### config.mk
export PLATFORM = sky130hd
export DESIGN_NAME = ul_read_arb
export DESIGN_NICKNAME = d
export VERILOG_FILES = /design/src/rtl/ul_read_arb.sv
export SDC_FILE = /design/constraint.sdc
export NUM_CORES = 1
export LEC_CHECK = 0
export ABC_AREA = 1
export BUFFER_PORTS_ARGS = -buffer_cell sky130_fd_sc_hd__buf_2
export CORE_MARGIN = 2
export CORE_UTILIZATION = 40
export DETAILED_ROUTE_END_ITERATION = 10
export PLACE_DENSITY = 0.76
export SLEW_MARGIN = 15
export SYNTH_ARGS = -nofsm -noshare
export SYNTH_HDL_FRONTEND = slang
export SYNTH_SLANG_ARGS = --single-unit
### constraint.sdc
create_clock -name s_ul_clk -period 3.31 [get_ports s_ul_clk]
set_clock_uncertainty 0.2 [all_clocks]
set_input_delay 0.1655 -clock s_ul_clk [delete_from_list [all_inputs] [get_ports s_ul_clk]]
set_output_delay 0.1655 -clock s_ul_clk [all_outputs]
set_load 0.01 [all_outputs]
### src/rtl/ul_read_arb.sv
// rtl/ul_read_arb.sv - round-robin arbiter sharing one UL read target between NPORTS initiators
//
// One read in flight at a time: the winning initiator's address is registered
// and forwarded downstream, the returned word is registered and presented only
// to that initiator, and priority rotates once the initiator accepts it.
//
// Ports:
//   s_ul_clk, s_ul_areset        clock, synchronous active-high reset
//   s_ul_araddr/arvalid/arready  packed upstream address channels (port i at [ADDR_WIDTH*i +: ADDR_WIDTH])
//   s_ul_rdata/rvalid/rready     shared registered read data, per-port valid/accept
//   m_ul_araddr/arvalid/arready  downstream address channel (registered)
//   m_ul_rdata/rvalid/rready     downstream data channel
//   grant_id                     index of the current or last granted initiator
//   busy                         high whenever a transaction is in progress

module ul_read_arb #(
    parameter int DATA_WIDTH  = 32,
    parameter int ADDR_WIDTH  = 4,
    parameter int NPORTS_BITS = 2,
    parameter int NPORTS      = 1 << NPORTS_BITS
) (
    input  logic                         s_ul_clk,
    input  logic                         s_ul_areset,
    input  logic [ADDR_WIDTH*NPORTS-1:0] s_ul_araddr,
    input  logic [NPORTS-1:0]            s_ul_arvalid,
    output logic [NPORTS-1:0]            s_ul_arready,
    output logic [DATA_WIDTH-1:0]        s_ul_rdata,
    output logic [NPORTS-1:0]            s_ul_rvalid,
    input  logic [NPORTS-1:0]            s_ul_rready,
    output logic [ADDR_WIDTH-1:0]        m_ul_araddr,
    output logic                         m_ul_arvalid,
    input  logic                         m_ul_arready,
    input  logic [DATA_WIDTH-1:0]        m_ul_rdata,
    input  logic                         m_ul_rvalid,
    output logic                         m_ul_rready,
    output logic [NPORTS_BITS-1:0]       grant_id,
    output logic                         busy
);

    typedef enum logic [1:0] {
        ST_IDLE,
        ST_ADDR,
        ST_DATA,
        ST_RESP
    } state_t;

    state_t                  state;
    logic [NPORTS_BITS-1:0]  last_grant;
    logic [NPORTS_BITS-1:0]  winner;
    logic                    found;
    logic [ADDR_WIDTH-1:0]   win_addr;
    logic [NPORTS-1:0]       grant_onehot;

    // Round-robin search starting just after the last grant. NPORTS is a
    // power of two, so the NPORTS_BITS-wide add wraps modulo NPORTS and
    // last_grant itself is the final candidate scanned.
    always_comb begin
        logic [NPORTS_BITS-1:0] cand;
        winner = '0;
        found  = 1'b0;
        cand   = '0;
        for (int k = 1; k <= NPORTS; k++) begin
            cand = last_grant + NPORTS_BITS'(k);
            if (!found && s_ul_arvalid[cand]) begin
                found  = 1'b1;
                winner = cand;
            end
        end
    end

    always_comb begin
        win_addr = '0;
        for (int i = 0; i < NPORTS; i++) begin
            if (winner == NPORTS_BITS'(i)) begin
                win_addr = s_ul_araddr[ADDR_WIDTH*i +: ADDR_WIDTH];
            end
        end
    end

    always_comb begin
        grant_onehot = '0;
        grant_onehot[grant_id] = 1'b1;
    end

    // The only combinational upstream handshake: depends on state and the
    // request vector, never on downstream inputs.
    always_comb begin
        s_ul_arready = '0;
        if (state == ST_IDLE && found) begin
            s_ul_arready[winner] = 1'b1;
        end
    end

    always_ff @(posedge s_ul_clk) begin
        if (s_ul_areset) begin
            state        <= ST_IDLE;
            last_grant   <= '1;
            grant_id     <= '0;
            m_ul_araddr  <= '0;
            m_ul_arvalid <= 1'b0;
            m_ul_rready  <= 1'b0;
            s_ul_rdata   <= '0;
            s_ul_rvalid  <= '0;
            busy         <= 1'b0;
        end else begin
            case (state)
                ST_IDLE: begin
                    if (found) begin
                        m_ul_araddr  <= win_addr;
                        grant_id     <= winner;
                        m_ul_arvalid <= 1'b1;
                        busy         <= 1'b1;
                        state        <= ST_ADDR;
                    end
                end
                ST_ADDR: begin
                    if (m_ul_arready) begin
                        m_ul_arvalid <= 1'b0;
                        m_ul_rready  <= 1'b1;
                        state        <= ST_DATA;
                    end
                end
                ST_DATA: begin
                    if (m_ul_rvalid) begin
                        s_ul_rdata  <= m_ul_rdata;
                        m_ul_rready <= 1'b0;
                        s_ul_rvalid <= grant_onehot;
                        state       <= ST_RESP;
                    end
                end
                ST_RESP: begin
                    // Only the granted initiator's accept ends the response.
                    if (s_ul_rready[grant_id]) begin
                        s_ul_rvalid <= '0;
                        last_grant  <= grant_id;
                        busy        <= 1'b0;
                        state       <= ST_IDLE;
                    end
                end
                default: begin
                    state <= ST_IDLE;
                end
            endcase
        end
    end

endmodule

==> impl_results.rst <==
.. list-table::
   :header-rows: 1

   * - Metric
     - Value
   * - Standard-cell rows
     - 28
   * - Post-CTS Setup Bufs
     - 0
   * - Total congestion overflow
     - 0
   * - Clock latency of the later-clocked register in the worst-skew pair
     - 0.29 ns
   * - Final setup viols
     - 0
   * - Aggregate routed wire length
     - 6650 µm
   * - Terminating pin of the worst hold path
     - m_ul_araddr[2]
   * - Number of vias in the routed layout
     - 2,676
   * - Count of unresolved DRC violations after routing
     - 0
   * - Biggest fanout along the worst timing path
     - 13
   * - Number of antenna violations at the first check in global routing
     - 0
   * - Post-CTS Resized
     - 0
   * - Final hold violations
     - 0
   * - Yosys synthesis warning count
     - 0
   * - Arrival time of data at the critical path endpoint
     - 2.42 ns
   * - Hold Crit Start
     - s_ul_areset
   * - Width of the chip
     - 82.7 µm
   * - Post-Syn Area
     - 0.00248 mm²
   * - Number of inserted filler cells in the final layout
     - 552
   * - Violation count after the first detailed-route iteration
     - 91
   * - Power per unit of standard cell area
     - 665 mW/mm²
   * - Clock power frac
     - 0.193
   * - Post-layout net count
     - 539
   * - Commonest non-fill, non-tap cells in the layout
     - sky130_fd_sc_hd__buf_2, sky130_fd_sc_hd__nor2_1, sky130_fd_sc_hd__nand2_1, sky130_fd_sc_hd__dfxtp_1, sky130_fd_sc_hd__o21ai_0
   * - Sequential power share
     - 0.354
   * - Internal power summed over all cells
     - 1.38 mW
   * - Req. time, crit path
     - 2.94 ns
   * - Worst supply voltage drop on vdd
     - 0.327 mV
   * - Synth Instances
     - 341
   * - Yosys cell types
     - 31
   * - FF-to-FF path depth
     - 14
   * - Pin count of the biggest net entering global routing
     - 39
   * - Deepest clock path buffer count
     - 2
   * - HPWL after DPL
     - 4450 µm
   * - Overall die area
     - 0.00684 mm²
   * - Most common cell after layout, fill and taps aside
     - sky130_fd_sc_hd__buf_2
   * - Max cap viols
     - 0
   * - Category of the critical setup timing path
     - reg2out
   * - Net count of the mapped netlist
     - 406
   * - Leakage component of the power
     - 1.71 nW
   * - CORE AREA
     - 0.00596 mm²
   * - Beginning of the worst register-to-register path
     - last_grant[0]
   * - Power, Total
     - 2.31 mW
   * - Path category of the worst min-delay check
     - in2reg
   * - Quantity of hold-fixing buffers added after cts
     - 33
   * - RSZ-0062 raised after global routing
     - no
   * - Fraction of the yosys area taken by sequential cells
     - 0.396
   * - Post-layout minimum cycle time
     - 2.78 ns
   * - Worst flop-to-flop path endpoint
     - m_ul_araddr[1]
   * - Layout cells sized above 1
     - 0.326
   * - Detailed Routing Iterations Pass 1
     - 4
   * - Setup Total Neg Slack
     - 0 ns
   * - Switching fraction of total power
     - 0.401
   * - Kind of end point of the critical path
     - output port
   * - Total inserted antenna cells
     - 0
   * - Total CTS buffers
     - 5
   * - Launching element type of the critical path
     - flip-flop
   * - Clock Sink Count
     - 49
   * - Worst-Margin Slew
     - 1.01 ns
   * - Flops & latches, synth
     - 49
   * - Global Route Usage Sum
     - 0.186
   * - Number of top-level pins
     - 109
   * - Run status
     - completed
   * - Relative max-transition margin
     - 0.326
   * - Clock edge transition at the registers on the reported setup and hold paths
     - 0.09 ns
   * - Minimum setup slack among reg-to-reg paths
     - 0.89 ns
   * - Final worst-path cycle share
     - 0.841
   * - Total number of H-tree levels
     - 2
   * - Average wire per cell in the routed design
     - 12.1 µm
   * - Vertical die dimension
     - 82.7 µm
   * - Number of global-route vias before repair
     - 2,416
   * - Starting utilization of the core area
     - 0.416
   * - Portion of total power attributed to combinational logic
     - 0.454
   * - Antenna-violating nets left
     - 0
   * - CTS Root Cell
     - sky130_fd_sc_hd__clkbuf_8
   * - Maximum clock frequency
     - 359 MHz
   * - P_sw
     - 0.927 mW
   * - Max-slew violation total from the final report
     - 0
   * - DR vias/cell
     - 4.87
   * - Count of cells along the worst hold path
     - 2
   * - First-pass GRT wire length
     - 10,100 µm
   * - Area added between synthesis and finish
     - 40.4%
   * - Buffers on Ports
     - 108
   * - Avg Synthesized Cell Area
     - 7.26 µm²
   * - Last weighted congestion value of the routability-driven placer
     - 0.852
   * - Final core utilization
     - 0.584
   * - Clock tree from TritonCTS
     - built
metrics by stage:
| stage | instances | hold WS [ns] | area (µm²) | worst slack, ns |
|---|---|---|---|---|
| after floorplan | 341 | 0.0442 | 2480 | 1.36 |
| after global placement | 509 | 0.214 | 3030 | 0.967 |
| after detailed placement | 509 | 0.222 | 3030 | 0.835 |
| after CTS | 550 | 0.00700 | 3480 | 0.502 |
| after global routing | 550 | 0.0164 | 3480 | 0.288 |
| final | 550 | 0.00857 | 3480 | 0.527 |
Yosys cell counts, drive strengths merged:
| master | instances | share of area |
|---|---|---|
| a31oi | 2 | 0.0051 |
| a21oi | 13 | 0.032 |
| nand3 | 19 | 0.049 |
| nor2 | 74 | 0.12 |
| clkbuf | 10 | 0.015 |
| o211ai | 3 | 0.0091 |
| inv | 30 | 0.049 |
| or2 | 1 | 0.0025 |
| nor3b | 1 | 0.0030 |
| dfxtp | 49 | 0.40 |
| a221oi | 1 | 0.0035 |
| nor3 | 7 | 0.014 |
| o21bai | 4 | 0.023 |
| nand4 | 6 | 0.015 |
| nand2 | 71 | 0.13 |
| buf | 6 | 0.022 |
| o21ai | 35 | 0.071 |
| ha | 5 | 0.025 |
| nand3b | 4 | 0.012 |
power groups by stage:
stage / Clock, mW / Sequential [mW] / Combinational [mW]
6_report: 0.445 / 0.818 / 1.05
4_1_cts: 0.460 / 0.817 / 1.04
3_3_place_gp: 0 / 0.822 / 0.988
2_1_floorplan: 0 / 0.862 / 0.717
5_1_grt: 0.480 / 0.837 / 1.18
3_5_place_dp: 0 / 0.827 / 1.01
registers in the layout (all words and copies together), names as in the netlist:
register	cells
state	2
grant_id	2
busy	1
m_ul_araddr	4
m_ul_arvalid	1
m_ul_rready	1
s_ul_rvalid	4
last_grant	2
s_ul_rdata	32
critical path, cell delays in order (launching register included):
cell	delay (ns)
sky130_fd_sc_hd__dfxtp_1	0.56
sky130_fd_sc_hd__nand2_1	0.16
sky130_fd_sc_hd__nand2_4	0.11
sky130_fd_sc_hd__nand2_1	0.06
sky130_fd_sc_hd__nand2_1	0.08
sky130_fd_sc_hd__inv_1	0.08
sky130_fd_sc_hd__nand2_1	0.09
sky130_fd_sc_hd__nor2_2	0.04
sky130_fd_sc_hd__nor2_2	0.37
sky130_fd_sc_hd__inv_1	0.21
sky130_fd_sc_hd__nor3_1	0.21
sky130_fd_sc_hd__buf_2	0.15
kinds of logic after synthesis:
family / share of synthesized area
fa+ha+maj: 0.0253
flops: 0.396
compound gates: 0.144
simple gates: 0.350
buf+inv: 0.0854
final cells by class:
type                       instances  area (µm²)  area share
multi-input combinational        246        1280       0.369
sequential                        49         981       0.282
timing repair buffer             142         878       0.253
inverter                          30         120      0.0345
tap                               75        93.8      0.0270
clock buffer                       6        82.6      0.0237
clock inverter                     2        37.5      0.0108
worst max path at each step:
stage,start,slack [ns],cells past startpoint,to
6_report,last_grant[0],0.53,11,s_ul_arready[1]
5_1_grt,last_grant[0],0.29,11,s_ul_arready[1]
4_1_cts,last_grant[0],0.50,11,s_ul_arready[1]
3_5_place_dp,last_grant[0],0.84,11,s_ul_arready[1]
3_3_place_gp,last_grant[0],0.97,11,s_ul_arready[1]
2_1_floorplan,last_grant[0],1.36,13,s_ul_arready[1]
per-layer routing:
layer | GRT usage | up-vias | routed length, µm
li1 | - | 1357 | -
met1 | 0.208 | 1226 | 2660
met2 | 0.349 | 79 | 3520
met3 | 0.0402 | 14 | 352
met4 | 0.0590 | 0 | 123
met5 | 0 | - | 0
Power figures use the tool's default switching activity.
